### config.mk
export PLATFORM = sky130hd
export DESIGN_NAME = instruction_timing_sequencer
export DESIGN_NICKNAME = d
export VERILOG_FILES = /design/src/rtl/instruction_timing_sequencer.sv
export SDC_FILE = /design/constraint.sdc
export NUM_CORES = 1
export LEC_CHECK = 0
export CORE_MARGIN = 2
export CORE_UTILIZATION = 50
export CTS_CLUSTER_DIAMETER = 30
export DETAILED_ROUTE_END_ITERATION = 6
export PLACE_DENSITY = 0.79
export SYNTH_ARGS = -nofsm -noshare
export SYNTH_HDL_FRONTEND = slang
export SYNTH_SLANG_ARGS = --single-unit
export TNS_END_PERCENT = 50
### constraint.sdc
create_clock -name clk -period 2.3 [get_ports clk]
set_input_delay 0.46 -clock clk [delete_from_list [all_inputs] [get_ports clk]]
set_output_delay 0.46 -clock clk [all_outputs]
set_load 0.05 [all_outputs]
### src/rtl/instruction_timing_sequencer.sv
// Per-instruction cycle sequencer: walks FETCH -> ADDR -> OP and drives the cycle index
// and phase flags consumed by the control-flag decoder.
module instruction_timing_sequencer #(
   parameter int TIME_W = 3
) (
   input  logic              clk,
   input  logic              rst,
   input  logic              ready,
   input  logic [TIME_W-1:0] addressTimingCode,
   input  logic [TIME_W-1:0] opTimingCode,
   input  logic              passAddressing,
   input  logic              pageCross,
   output logic [TIME_W-1:0] timeOut,
   output logic              isAddressing,
   output logic              isFetch,
   output logic              instructionDone
);

   typedef enum logic [1:0] {
      S_FETCH = 2'd0,
      S_ADDR  = 2'd1,
      S_OP    = 2'd2
   } state_t;

   state_t            r_state;
   logic [TIME_W-1:0] r_time;
   logic [TIME_W-1:0] r_addr_cnt;
   logic [TIME_W-1:0] r_op_cnt;
   logic              r_bypass;
   logic              r_pc_used;

   state_t            w_state;
   logic [TIME_W-1:0] w_time;
   logic [TIME_W-1:0] w_addr_cnt;
   logic [TIME_W-1:0] w_op_cnt;
   logic              w_bypass;
   logic              w_pc_used;
   logic [TIME_W-1:0] w_addr_last;
   logic [TIME_W-1:0] w_op_last;

   // Once the page-cross cycle has been inserted, the last ADDR index moves up by one.
   assign w_addr_last = r_pc_used ? r_addr_cnt : (r_addr_cnt - TIME_W'(1));
   // An op count of zero still takes one OP cycle.
   assign w_op_last   = (r_op_cnt == '0) ? '0 : (r_op_cnt - TIME_W'(1));

   always_ff @(posedge clk or posedge rst) begin
      if (rst) begin
         r_state    <= S_FETCH;
         r_time     <= '0;
         r_addr_cnt <= '0;
         r_op_cnt   <= '0;
         r_bypass   <= 1'b0;
         r_pc_used  <= 1'b0;
      end else begin
         r_state    <= w_state;
         r_time     <= w_time;
         r_addr_cnt <= w_addr_cnt;
         r_op_cnt   <= w_op_cnt;
         r_bypass   <= w_bypass;
         r_pc_used  <= w_pc_used;
      end
   end

   always_comb begin
      w_state    = r_state;
      w_time     = r_time;
      w_addr_cnt = r_addr_cnt;
      w_op_cnt   = r_op_cnt;
      w_bypass   = r_bypass;
      w_pc_used  = r_pc_used;
      if (ready) begin
         case (r_state)
            S_FETCH: begin
               w_addr_cnt = addressTimingCode;
               w_op_cnt   = opTimingCode;
               w_bypass   = passAddressing;
               w_pc_used  = 1'b0;
               w_time     = '0;
               w_state    = (!passAddressing && (addressTimingCode != '0)) ? S_ADDR : S_OP;
            end
            S_ADDR: begin
               if (r_time == w_addr_last) begin
                  if (pageCross && !r_pc_used) begin
                     w_pc_used = 1'b1;
                     w_time    = r_time + TIME_W'(1);
                  end else begin
                     w_state = S_OP;
                     w_time  = '0;
                  end
               end else begin
                  w_time = r_time + TIME_W'(1);
               end
            end
            S_OP: begin
               if (r_time == w_op_last) begin
                  w_state = S_FETCH;
                  w_time  = '0;
               end else begin
                  w_time = r_time + TIME_W'(1);
               end
            end
            default: begin
               w_state = S_FETCH;
               w_time  = '0;
            end
         endcase
      end
   end

   assign timeOut         = r_time;
   assign isFetch         = (r_state == S_FETCH);
   assign isAddressing    = (r_state == S_ADDR) && !r_bypass;
   assign instructionDone = (r_state == S_OP) && (r_time == w_op_last);

endmodule

==> results_dict.tcl <==
set metrics [dict create \
    synthSimpleGateAreaFrac_pct 15.4 \
    async_flop_share_pct 100 \
    period_needed_ns 2.20 \
    post-route-period-util_pct 95.8 \
    critPathCaptureType "primary output" \
    clock.fmax_mhz 454 \
    core_mm2 0.00169 \
    slew_headroom_pct 66.7 \
    drv_cap 0 \
    total_power_uw 1580 \
    utilization_pct 67.6 \
    drc_errors 0 \
    netlist_top_cells_area "dfrtp_1 37%, ha_1 9.9%, mux2_2 8.9%, inv_1 4.2%, xor2_1 3.9%" \
    drt_iter0_markers 8 \
    cp.required_ns 1.84 \
    p_per_area_mw_per_mm2 1380 \
    syn_avg_cell_area_um2 10.7 \
    final_layout_size_suffix_gt1_share_pct 26.2 \
    netlist_instances 83 \
    synth_compound_area_share_pct 12.8 \
    grt_max_degree 14 \
    antenna_found_initial 0 \
    hpwl_um 1280 \
    fin_skew_ns 0.0122 \
    synth-adder-area-share_pct 9.86 \
    fin_hold_ws_ns 0.490 \
    gp_congestion 0.810 \
    synth_most_common_cell "dfrtp_1" \
    tritoncts "done" \
    area.growth.synth_to_final_pct 28.5 \
    synth_seq_area_share_pct 36.6 \
    synth_top_family_by_area "simple AND/OR/NAND/NOR gates" \
    synth_area_um2 888 \
    finalHoldViolCount 0 \
    num_antenna_cells 0 \
    fp-row-count 15 \
    start_kind "flop" \
    via_per_inst 5.39 \
    first_pass_iters 4 \
    dp_slack_ns 0.223 \
    crit_type "flop to primary output" \
    num_vias 668 \
    wl_per_cell_um 13.1 \
    die-area_mm2 0.00213 \
    synth_top_cells_by_count "13 x dfrtp_1, 10 x inv_1, 7 x ha_1, 7 x mux2_2, 5 x o21ai_0" \
    track_usage_pct 17.3 \
    synth_nets 101 \
    final.fill_count 133 \
    p_leak_uw 0.000532 \
    crit_fanout 5 \
    cts-root-buf "clkbuf_4" \
    htreeDepth 1 \
    vdd_drop_max_v 0.000768 \
    setup_viol 0 \
    synthXorXnorAreaFrac_pct 7.46 \
    nets 126 \
    yosysTopAreaCell "dfrtp_1" \
    cts.sinks 13 \
    cts_made_buffers 3 \
    cp_slowest_cell "or3_2" \
    grt_pass1_vias 633 \
    overflow 0 \
    grt_pass1_wl_um 2570 \
    tns_ns 0 \
    ant_nets 0 \
    worst_path_largest_cell_delay_ns 0.45 \
    slew_violations 0 \
    clk_path_buf_depth 2 \
    hold_class "input pin to async pin" \
    ys_types 34 \
    ios 17 \
    totalWireLength_um 1620 \
    outcome "completed" \
    cts.reportedPaths.clkPinSlew_ns 0.09 \
    rsz0062_at_grt "false" \
    hold_buffers 0 \
    die_width_um 46.2 \
    initial_core_util_pct 52.6 \
    tightest_slew_ns 0.498 \
    synthMuxAreaShare_pct 11.1 \
    worstPathArrival_ns 1.74 \
    synth_ff_type "dfrtp_1" \
    clkLatencyLatePin_ns 0.28 \
    synth-seq-cells 13 \
    yosys_warnings 0 \
    setup_slack_ns 0.0957 \
    io_buffers 16 \
    synth_edf_count 0 \
    crit_path_cell_trace "nor2_2 > ha_1 > or3_2 > nand4_2 > nor4_4 > buf_12" \
    synthDominantCellAreaShare_pct 36.6 \
    die_y_um 46.2 \
]
-- critical path: cells and delay by family (launching register included) --
family	cells	cell delay [ns]
DFF	1	0.42
adders and majority gates	1	0.18
buffers and inverters	1	0.16
and+or+nand+nor	4	0.72
-- cells by family after synthesis --
group / count (synthesis)
fa+ha+maj: 7
compound gates: 15
xor+xnor: 6
flops: 13
simple gates: 21
mux: 9
buf+inv: 12
-- path summary, 6_finish.rpt --
| path | startpoint | end | slack (ns) | cells after the start |
|---|---|---|---|---|
| worst max-delay path | r_op_cnt[1] | instructionDone | 0.1 | 6 |
| worst min-delay path | rst | r_addr_cnt[2] | 0.49 | 2 |
| worst max register to register | r_op_cnt[1] | timeOut[0] | 0.46 | 8 |
| worst min register to register | r_bypass | r_bypass | 0.52 | 1 |
| max in group asynchronous | rst | r_op_cnt[0] | 1.46 | 2 |
| min in group clk | r_bypass | r_bypass | 0.52 | 1 |
-- final cells by class --
cell class                 instances  area, µm²  share of cell area [%]
clock buffer                       4       26.3                    2.30
inverter                          10       37.5                    3.29
multi-input combinational         58        520                    45.6
timing repair buffer              22        210                    18.4
tap                               17       21.3                    1.86
sequential                        13        325                    28.5
-- report_power, final --
part           switching [µW]  internal, µW  leakage [µW]
clock                    75.7          67.3     0.0000150
combinational             530           491      0.000355
sequential               87.1           325      0.000162
-- metal layers --
metal  GRT usage [%]  up-vias  wire length (µm)
li1                -      344                 -
met1            19.2      309               688
met5               0        -                 0
met2            31.7       11               868
met4            6.86        0                17
met3            3.53        4                47
-- through the flow --
| step | instance area (µm²) | instances |
|---|---|---|
| floorplan | 903 | 83 |
| global placement | 1080 | 116 |
| detailed placement | 1080 | 116 |
| CTS | 1120 | 122 |
| global route | 1140 | 124 |
| finish | 1140 | 124 |
-- cells in the final DEF, fill, tap and decap left out, drive strengths merged, types with 3 or more instances in the layout --
cell type	Yosys	layout
dfrtp	13	13
nor2	3	3
mux2	7	7
buf	2	9
inv	10	10
ha	7	7
clkdlybuf4s50	0	13
clkbuf	0	4
nand3b	3	3
o21ai	5	5
xor2	4	4
nand2	4	4
-- sequential cells by signal, indices dropped and copies added (netlist names) --
| signal | cells |
|---|---|
| timeOut | 3 |
| r_op_cnt | 3 |
| r_addr_cnt | 3 |
| r_state | 2 |
| r_pc_used | 1 |
| r_bypass | 1 |
-- timing repair --
action / 4_1_cts / 5_1_grt
setup endpoints to repair: 1 / 1
pin swaps: 1 / 0
resized for setup: 0 / 2
buffers inserted: 2 / 2
Note: power is estimated with default switching activity, not from simulation.
